===== src/rtl/add_mul_rr_scheduler.sv =====
// Round-robin scheduler sharing one pipelined (x+y)*z unit among NUM_REQ requesters.
// Issue tags travel alongside the unit's pipeline; results land in a credit-protected response FIFO.
module add_mul_rr_scheduler #(
  parameter int unsigned NUM_REQ    = 4,
  parameter int unsigned WIDTH      = 32,
  parameter int unsigned LATENCY    = 3,
  parameter int unsigned FIFO_DEPTH = 5,
  localparam int unsigned ID_W      = (NUM_REQ > 1) ? $clog2(NUM_REQ) : 1
) (
  input  logic                     clk,
  input  logic                     rst,
  input  logic [NUM_REQ-1:0]       req_valid,
  output logic [NUM_REQ-1:0]       req_ready,
  input  logic [NUM_REQ*WIDTH-1:0] req_x,
  input  logic [NUM_REQ*WIDTH-1:0] req_y,
  input  logic [NUM_REQ*WIDTH-1:0] req_z,
  output logic [WIDTH-1:0]         pipe_x,
  output logic [WIDTH-1:0]         pipe_y,
  output logic [WIDTH-1:0]         pipe_z,
  input  logic [WIDTH-1:0]         pipe_out,
  output logic                     resp_valid,
  input  logic                     resp_ready,
  output logic [ID_W-1:0]          resp_id,
  output logic [WIDTH-1:0]         resp_data
);

  localparam int unsigned PTR_W = (FIFO_DEPTH > 1) ? $clog2(FIFO_DEPTH) : 1;
  localparam int unsigned CNT_W = $clog2(FIFO_DEPTH + LATENCY + 1);

  logic [ID_W-1:0]       last_grant;
  logic [ID_W-1:0]       grant_id;
  logic                  grant_found;
  logic                  issue;

  logic [LATENCY-1:0]    tag_valid;
  logic [ID_W-1:0]       tag_id [LATENCY];

  logic [ID_W+WIDTH-1:0] mem [FIFO_DEPTH];
  logic [PTR_W-1:0]      rd_ptr;
  logic [PTR_W-1:0]      wr_ptr;
  logic [CNT_W-1:0]      fifo_count;
  logic [CNT_W-1:0]      inflight;
  logic                  credit_ok;
  logic                  push;
  logic                  pop;
  logic [ID_W+WIDTH-1:0] head;

  function automatic logic [PTR_W-1:0] ptr_inc(input logic [PTR_W-1:0] p);
    return (p == PTR_W'(FIFO_DEPTH - 1)) ? '0 : p + 1'b1;
  endfunction

  // Outstanding work is everything in flight plus everything buffered; a pop this
  // cycle is deliberately not counted until the registered count reflects it.
  always_comb begin
    inflight = '0;
    for (int unsigned k = 0; k < LATENCY; k++) begin
      inflight = inflight + CNT_W'(tag_valid[k]);
    end
    credit_ok = (fifo_count + inflight) < CNT_W'(FIFO_DEPTH);
  end

  always_comb begin
    grant_found = 1'b0;
    grant_id    = '0;
    for (int unsigned k = 1; k <= NUM_REQ; k++) begin
      int unsigned idx;
      idx = (32'(last_grant) + k) % NUM_REQ;
      if (!grant_found && req_valid[ID_W'(idx)]) begin
        grant_found = 1'b1;
        grant_id    = ID_W'(idx);
      end
    end
  end

  assign issue     = !rst && credit_ok && grant_found;
  assign req_ready = issue ? (NUM_REQ'(1) << grant_id) : '0;
  assign pipe_x    = issue ? req_x[grant_id*WIDTH +: WIDTH] : '0;
  assign pipe_y    = issue ? req_y[grant_id*WIDTH +: WIDTH] : '0;
  assign pipe_z    = issue ? req_z[grant_id*WIDTH +: WIDTH] : '0;

  always_ff @(posedge clk) begin
    if (rst) begin
      last_grant <= ID_W'(NUM_REQ - 1);
    end else if (issue) begin
      last_grant <= grant_id;
    end
  end

  always_ff @(posedge clk) begin
    if (rst) begin
      tag_valid <= '0;
    end else begin
      tag_valid[0] <= issue;
      for (int unsigned k = 1; k < LATENCY; k++) begin
        tag_valid[k] <= tag_valid[k-1];
      end
    end
  end

  always_ff @(posedge clk) begin
    tag_id[0] <= grant_id;
    for (int unsigned k = 1; k < LATENCY; k++) begin
      tag_id[k] <= tag_id[k-1];
    end
  end

  assign push = tag_valid[LATENCY-1];
  assign pop  = resp_valid && resp_ready;

  always_ff @(posedge clk) begin
    if (rst) begin
      rd_ptr     <= '0;
      wr_ptr     <= '0;
      fifo_count <= '0;
    end else begin
      if (push) wr_ptr <= ptr_inc(wr_ptr);
      if (pop)  rd_ptr <= ptr_inc(rd_ptr);
      case ({push, pop})
        2'b10:   fifo_count <= fifo_count + 1'b1;
        2'b01:   fifo_count <= fifo_count - 1'b1;
        default: fifo_count <= fifo_count;
      endcase
    end
  end

  always_ff @(posedge clk) begin
    if (push) begin
      mem[wr_ptr] <= {tag_id[LATENCY-1], pipe_out};
    end
  end

  assign head       = mem[rd_ptr];
  assign resp_valid = (fifo_count != '0);
  assign resp_id    = resp_valid ? head[ID_W+WIDTH-1:WIDTH] : '0;
  assign resp_data  = resp_valid ? head[WIDTH-1:0] : '0;

endmodule


===== config.mk =====
export PLATFORM = sky130hd
export DESIGN_NAME = add_mul_rr_scheduler
export DESIGN_NICKNAME = d
export VERILOG_FILES = /design/src/rtl/add_mul_rr_scheduler.sv
export SDC_FILE = /design/constraint.sdc
export NUM_CORES = 1
export LEC_CHECK = 0
export BUFFER_PORTS_ARGS = -buffer_cell sky130_fd_sc_hd__buf_2
export CAP_MARGIN = 10
export CORE_AREA = 2 2 220 222
export CTS_BUF_LIST = sky130_fd_sc_hd__clkbuf_4 sky130_fd_sc_hd__clkbuf_8
export CTS_CLUSTER_DIAMETER = 60
export DETAILED_ROUTE_END_ITERATION = 8
export DIE_AREA = 0 0 222 224
export PLACE_DENSITY_LB_ADDON = 0.08
export SLEW_MARGIN = 10
export SYNTH_ARGS = -nofsm -noshare
export SYNTH_HDL_FRONTEND = slang
export SYNTH_SLANG_ARGS = --single-unit

===== constraint.sdc =====
create_clock -name clk -period 3.95 [get_ports clk]
set_input_delay 0.5925 -clock clk [delete_from_list [all_inputs] [get_ports clk]]
set_output_delay 0.5925 -clock clk [all_outputs]
set_load 0.1 [all_outputs]

### Yosys cells after proc, flatten, opt, wreduce, memory -nomap -nowiden

Memories as Yosys holds them, arrays and structs flattened. A register that Yosys moved wholly into a read port is not among the register bits.
Index checks and enable logic that the tools add are counted.

| storage, ports and cells | value |
|---|---|
| register bits | 15 |
| memory bits (writable) | 176 |
| input port bits | 423 |
| output and inout port bits | 135 |
| logic and storage cells | 72 |
| memories kept | 2 |

| cells by class | value |
|---|---|
| add/sub/neg operators | 11 |
| order comparisons | 5 |
| equality and inequality tests | 4 |
| shift operators | 4 |
| mux-type cells | 29 |
| reductions and logical operators | 12 |

Memory list:

| name | words | width | rd ports | clocked after Yosys merged registers in | wr ports | RTL line | RTL |
|---|---|---|---|---|---|---|---|
| mem | 5 | 34 | 1 | 1 | 1 | 38 | `logic [ID_W+WIDTH-1:0] mem [FIFO_DEPTH];` |
| tag_id | 3 | 2 | 3 | 0 | 3 | 36 | `logic [ID_W-1:0] tag_id [LATENCY];` |

Operators with widths:

| operator | number |
|---|---|
| variable part select 128 x 8 -> 32 bit | 3 |
| 2-to-1 mux 32 bit | 4 |
| less-than comparator 2 x 3 -> 1 bit (second input constant) | 4 |
| 2-to-1 mux 3 bit | 4 |
| 2-to-1 mux 1 bit | 10 |
| 2-to-1 mux 2 bit | 5 |
| binary-select mux 1 bit (select 2 bit) | 4 |
| case mux 4 bit (2 select lines) | 1 |
| adder 3 x 1 -> 3 bit (second input constant) | 2 |
| == test 3 bit (second input constant) | 2 |
| logical AND 1 bit | 6 |
| adder 2 x 1 -> 2 bit (second input constant) | 2 |
| adder 2 bit (second input constant) | 2 |
| adder 4 x 1 -> 4 bit (second input constant) | 1 |
| adder 4 x 3 -> 4 bit | 1 |
| logical NOT 1 bit | 4 |
| less-than comparator 4 x 3 -> 1 bit (second input constant) | 1 |
| 2-to-1 mux 4 bit | 1 |
| nonzero test 4 bit | 1 |
| << shifter 1 x 2 -> 4 bit (first input constant) | 1 |
| subtractor 4 x 1 -> 4 bit (second input constant) | 1 |
| adder 2 x 1 -> 3 bit | 1 |
| adder 1 x 1 -> 2 bit | 1 |
| == test 2 x 1 -> 1 bit (second input constant) | 1 |
| 2 further kinds | 2 |

### Logic depth before layout (Yosys ltp)

| depth | value |
|---|---|
| depth after elaboration | 15 |
| gate-level depth with buffers | 12 |
| depth with buffers taken out | 11 |

### Worst setup path before layout

Ideal clock, no wire load.

| path | value |
|---|---|
| path type | flip-flop to output port |
| start | register tag_valid[0] |
| end | output pipe_z[14] |
| arrival | 3.922 ns |
| data required time | 3.357 ns |
| path slack | -0.564 ns |
| stages on the path, launching flop included | 13 |
| buffers on the path | 3 |
| cell sequence | dfxtp_1 > fa_1 > ha_1 > inv_1 > fa_1 > inv_1 > o21ai_2 > nand4_4 > or2_1 > buf_6 > buf_6 > buf_6 > o22ai_1 |

| between the ends | value |
|---|---|
| cells in the longest elaborated chain, start to end | 7 |

Ends and longest elaborated chain:

| item | RTL line | RTL |
|---|---|---|
| start, declared | 35 | `logic [LATENCY-1:0] tag_valid;` |
| start signal, assigned | 93 | `tag_valid[0] <= issue;` |
| start signal, assigned by index | 95 | `tag_valid[k] <= tag_valid[k-1];` |
| adder 1 x 1 -> 2 bit | 57 | `inflight = inflight + CNT_W'(tag_valid[k]);` |
| adder 2 x 1 -> 3 bit | 57 |  |
| adder 4 x 3 -> 4 bit | 59 | `credit_ok = (fifo_count + inflight) < CNT_W'(FIFO_DEPTH);` |
| less-than comparator 4 x 3 -> 1 bit | 59 |  |
| logical AND 1 bit (2 in series) | 75 | `assign issue = !rst && credit_ok && grant_found;` |
| 2-to-1 mux 32 bit | 79 | `assign pipe_z = issue ? req_z[grant_id*WIDTH +: WIDTH] : '0;` |
| end, declared | 19 | `output logic [WIDTH-1:0] pipe_z,` |

No other way between the ends.

### Worst setup path in the final report

| path | value |
|---|---|
| start | register fifo_count[0] |
| end | output pipe_z[17] |

| between the ends | value |
|---|---|
| cells in the longest elaborated chain, start to end | 5 |

Ends and longest elaborated chain:

| item | RTL line | RTL |
|---|---|---|
| start, declared | 41 | `logic [CNT_W-1:0] fifo_count;` |
| start signal, assigned | 119 | `2'b10: fifo_count <= fifo_count + 1'b1;` |
| start signal, assigned | 120 | `2'b01: fifo_count <= fifo_count - 1'b1;` |
| start signal, assigned | 121 | `default: fifo_count <= fifo_count;` |
| adder 4 x 3 -> 4 bit | 59 |  |
| less-than comparator 4 x 3 -> 1 bit | 59 |  |
| logical AND 1 bit (2 in series) | 75 |  |
| 2-to-1 mux 32 bit | 79 |  |

No other way between the ends.

==> results.py <==
metrics = {
    "status": {
        "outcome": "complete, but fails checks",
        "violations": "setup timing",
    },
    "synthesis": {
        "syn_nets": 1182,
        "synth_cells": 747,
        "synth_edf_count": 170,
        "avgSynthCellArea_um2": 14.0,
        "ys_seq_area_share_pct": 53.5,
        "synth-main-ff-cell": "edfxtp_1",
        "synthTopCellsByArea": "edfxtp_1 (49%), mux2i_1 (22%), mux4_2 (7.3%), o22ai_1 (5.8%), dfxtp_1 (4.6%)",
        "syn-cell-area_um2": 10400,
        "ys_types": 38,
        "yosys.area.top_type": "edfxtp_1",
        "synthArstFlopShare_pct": 0,
        "yosysTopAreaCellShare_pct": 48.9,
        "yosys_register_bits": 194,
        "yosysWarningCount": 0,
    },
    "clocking": {
        "cts_root_buffer": "clkbuf_8",
        "cts.htree.levels": 4,
        "clk_path_buf_depth": 2,
        "path_clk_slew_ns": 0.09,
        "numCtsBuffers": 17,
        "cts_tree": "built",
        "cts.sinks": 194,
        "clkLatencyLatePin_ns": 0.46,
    },
    "sta": {
        "post-route-period-util_pct": 103,
        "finalCriticalPeriod_ns": 4.08,
        "fin_ws_ns": -0.131,
        "rsz0062_at_grt": "true",
        "hold_viol_final": 0,
        "slew_violations": 0,
        "finalSetupViolCount": 94,
        "slew_headroom_pct": 33.1,
        "worst_pin_slew_ns": 1.00,
        "fmax_ghz": 0.245,
        "clock_skew_ns": 0.00623,
    },
    "finish": {
        "final_cell_count_no_fill": 1984,
        "layout-drive-gt1-share_pct": 60.9,
        "fillers": 4638,
        "syn_to_final_growth_pct": 71.6,
        "fin_nets": 1777,
    },
    "routing": {
        "final_antenna_net_count": 0,
        "vias": 8896,
        "first_pass_iters": 4,
        "drt_iter0_drc": 455,
        "vias_per_cell": 4.48,
        "routed_wl_mm": 54.6,
        "routedWlPerCell_um": 27.5,
        "post-route-drc-count": 0,
    },
    "floorplanning": {
        "core_um2": 47300,
        "initial_utilization_pct": 22.0,
        "fp-row-count": 80,
        "fp.dieH_um": 224,
        "die_w_um": 222,
        "dieArea_um2": 49700,
        "boundaryPins": 558,
    },
    "global_routing": {
        "grt_max_degree": 35,
        "grt_pass1_wl_mm": 75.5,
        "grt_overflow": 0,
        "grt_usage_pct": 21.7,
        "antenna_found_initial": 28,
        "grt_pass1_vias": 9708,
    },
    "hold_path": {
        "min_path_type": "reg -> reg",
        "worst_hold_path.endpoint": "tag_id[0][4]$_DFF_P_",
        "hp-start": "tag_id[0][2]$_DFF_P_",
        "hold-path-cell-count": 0,
    },
    "placement": {
        "portBuffers": 557,
        "gp_congestion": 1.01,
        "dp_hpwl_mm": 43.8,
        "dpl.cell_count": 1915,
    },
    "worst_setup_path": {
        "r2r-end": "last_grant[1]$_SDFFE_PP1P_",
        "crit_path_top_delay_cell": "fa_1",
        "start_kind": "register",
        "r2r_setup_slack_ns": 1.34,
        "cpPeakStageDelay_ns": 0.54,
        "r2r-start": "fifo_count[0]$_SDFFE_PP0P_",
        "endpoint_kind": "output port",
        "crit_buf_inv": 6,
        "path_delay_family": "adder cells",
        "crit_path_cell_trace": "fa_1, ha_2, inv_2, fa_1, inv_2, o21ai_4, nand4_4, buf_6, nand2b_4, buf_12, buf_12, o22ai_2, buf_12",
        "reg2reg_depth": 10,
        "critPathKind": "reg -> out",
        "worstPathMaxFanout": 8,
        "crit_top_cell": "buf_12",
        "worstPathArrival_ns": 3.49,
        "required_ns": 3.36,
    },
    "pwr": {
        "power_density_nw_per_um2": 618,
        "power_mw": 11.1,
        "leakage_nw": 7.17,
        "irDropWorstVdd_v": 0.000352,
    },
    "flow_run": {
        "maxCapViolations": 0,
    },
}
cell usage after synthesis (2+ instances only):
master and count:
xnor2_1 2, nor2b_1 2, fa_1 3, clkbuf_1 11, nand2b_1 3, buf_6 22
mux2i_1 227, buf_2 25, edfxtp_1 170, nand2_1 6, mux4_2 34, a21oi_1 17
or3_1 2, dfxtp_1 24, o221ai_1 2, o22ai_1 97, nor3_1 2, inv_2 4
nor2_1 51, ha_1 9, inv_1 14, xor2_1 2, o21ai_0 3
power breakdown:
part | switching, mW | leakage (nW) | internal, mW | total (mW)
clock network | 0.661 | 0.223 | 0.733 | 1.39
logic | 4.92 | 5.21 | 2.41 | 7.33
registers | 0.0505 | 1.73 | 2.30 | 2.35
total | 5.63 | 7.17 | 5.44 | 11.1
registers in the layout, summed over array words and instances, names as in the netlist, named ones only:
signal / count
fifo_count: 4
last_grant: 2
rd_ptr: 3
wr_ptr: 3
tag_valid: 3
mem: 170
tag_id: 6
cell usage in the layout, fill, tap and decap left out, types with 2 or more instances in the layout:
cell type  Yosys  layout
a21oi_1       17      15
a21oi_4        0       2
buf_12         0     117
buf_16         0      10
buf_2         25     457
buf_4          1      40
buf_6         22       5
bufinv_16      0       4
clkbuf_4       0       6
clkbuf_8       0      17
clkinv_2       0       2
dfxtp_1       24      19
dfxtp_2        0       5
diode_2        0      14
edfxtp_1     170     170
fa_1           3       3
ha_1           9       8
inv_1         14      12
inv_2          4       6
mux2i_1      227     227
mux4_2        34      34
nand2_1        6       6
nand2b_1       3       2
nand2b_2       0       2
nor2_1        51      47
nor2_4         0       4
nor2b_1        2       2
nor3_2         0       2
o21ai_0        3       3
o221ai_1       2       2
o22ai_1       97       2
o22ai_2        0      17
o22ai_4        0      78
or2_4          0       3
or3_1          2       2
xnor2_1        2       2
xor2_1         2       2
area by class of cell:
cell class	count	area, um2	share of cell area (%)
diodes	14	35.0	0.196
clock buffers	23	279	1.56
clock inverters	9	155	0.866
inverters	18	67.6	0.377
multi-input cells	479	5680	31.7
flip-flops and latches	194	5590	31.2
well taps	615	769	4.30
repair buffers	632	5330	29.8
per-stage QoR:
| stage | TNS (ns) | cell area [um2] | utilization (%) | hold WS [ns] | worst slack, ns |
|---|---|---|---|---|---|
| 6_report | -7.15 | 17900 | 37.8 | 0.333 | -0.131 |
| 5_1_grt | -22.65 | 17900 | 37.8 | 0.324 | -0.289 |
| 4_1_cts | -13.24 | 17800 | 37.6 | 0.323 | -0.187 |
| 3_5_place_dp | 0 | 16200 | 34.1 | 0.312 | 0.146 |
| 3_3_place_gp | 0 | 16200 | 34.1 | 0.310 | 0.171 |
| 2_1_floorplan | -9.70 | 10900 | - | 0.310 | -0.564 |
what timing repair did:
action,4_1_cts,5_1_grt
buffers inserted,11,1
cloned,13,1
setup endpoints to repair,99,100
gates resized for setup,141,11
pin swaps,42,6
hold buffers,0,0
routing by layer:
layer  global-route usage (%)  routed length, um
met3                     4.87               3030
met1                     25.8              21600
met2                     39.8              29000
met5                        0                 32
met4                     4.93               1030
logic make-up after synthesis:
kind of cell | synth area share [%]
muxes | 29.1
AOI/OAI and AO/OA | 7.59
xor gates and xnor gates | 0.336
buffers and inverters | 4.72
and+or+nand+nor | 3.09
DFF | 53.5
adders and majority gates | 1.65
worst max-delay path by stage:
stage                 end                  startpoint  depth (start not counted)  slack (ns)
2_1_floorplan  pipe_z[14]     tag_valid[0]$_SDFF_PP0_                         12       -0.56
3_3_place_gp    pipe_x[0]     tag_valid[0]$_SDFF_PP0_                         11        0.17
3_5_place_dp   pipe_z[19]     tag_valid[0]$_SDFF_PP0_                         12        0.15
4_1_cts         pipe_z[4]  fifo_count[0]$_SDFFE_PP0P_                         13       -0.19
5_1_grt        pipe_z[17]  fifo_count[0]$_SDFFE_PP0P_                         13       -0.29
6_report       pipe_z[17]  fifo_count[0]$_SDFFE_PP0P_                         13       -0.13
worst register-to-register path: stages, from the launching register on:
cell and delay (ns):
dfxtp_2 0.34, fa_1 0.54, ha_2 0.19, inv_2 0.04, fa_1 0.37, xnor2_1 0.26, o21ai_4 0.10, nand4_4 0.12
buf_4 0.14, or2_4 0.33, nand2_1 0.08
No activity file was read; power rests on OpenSTA's default activity.
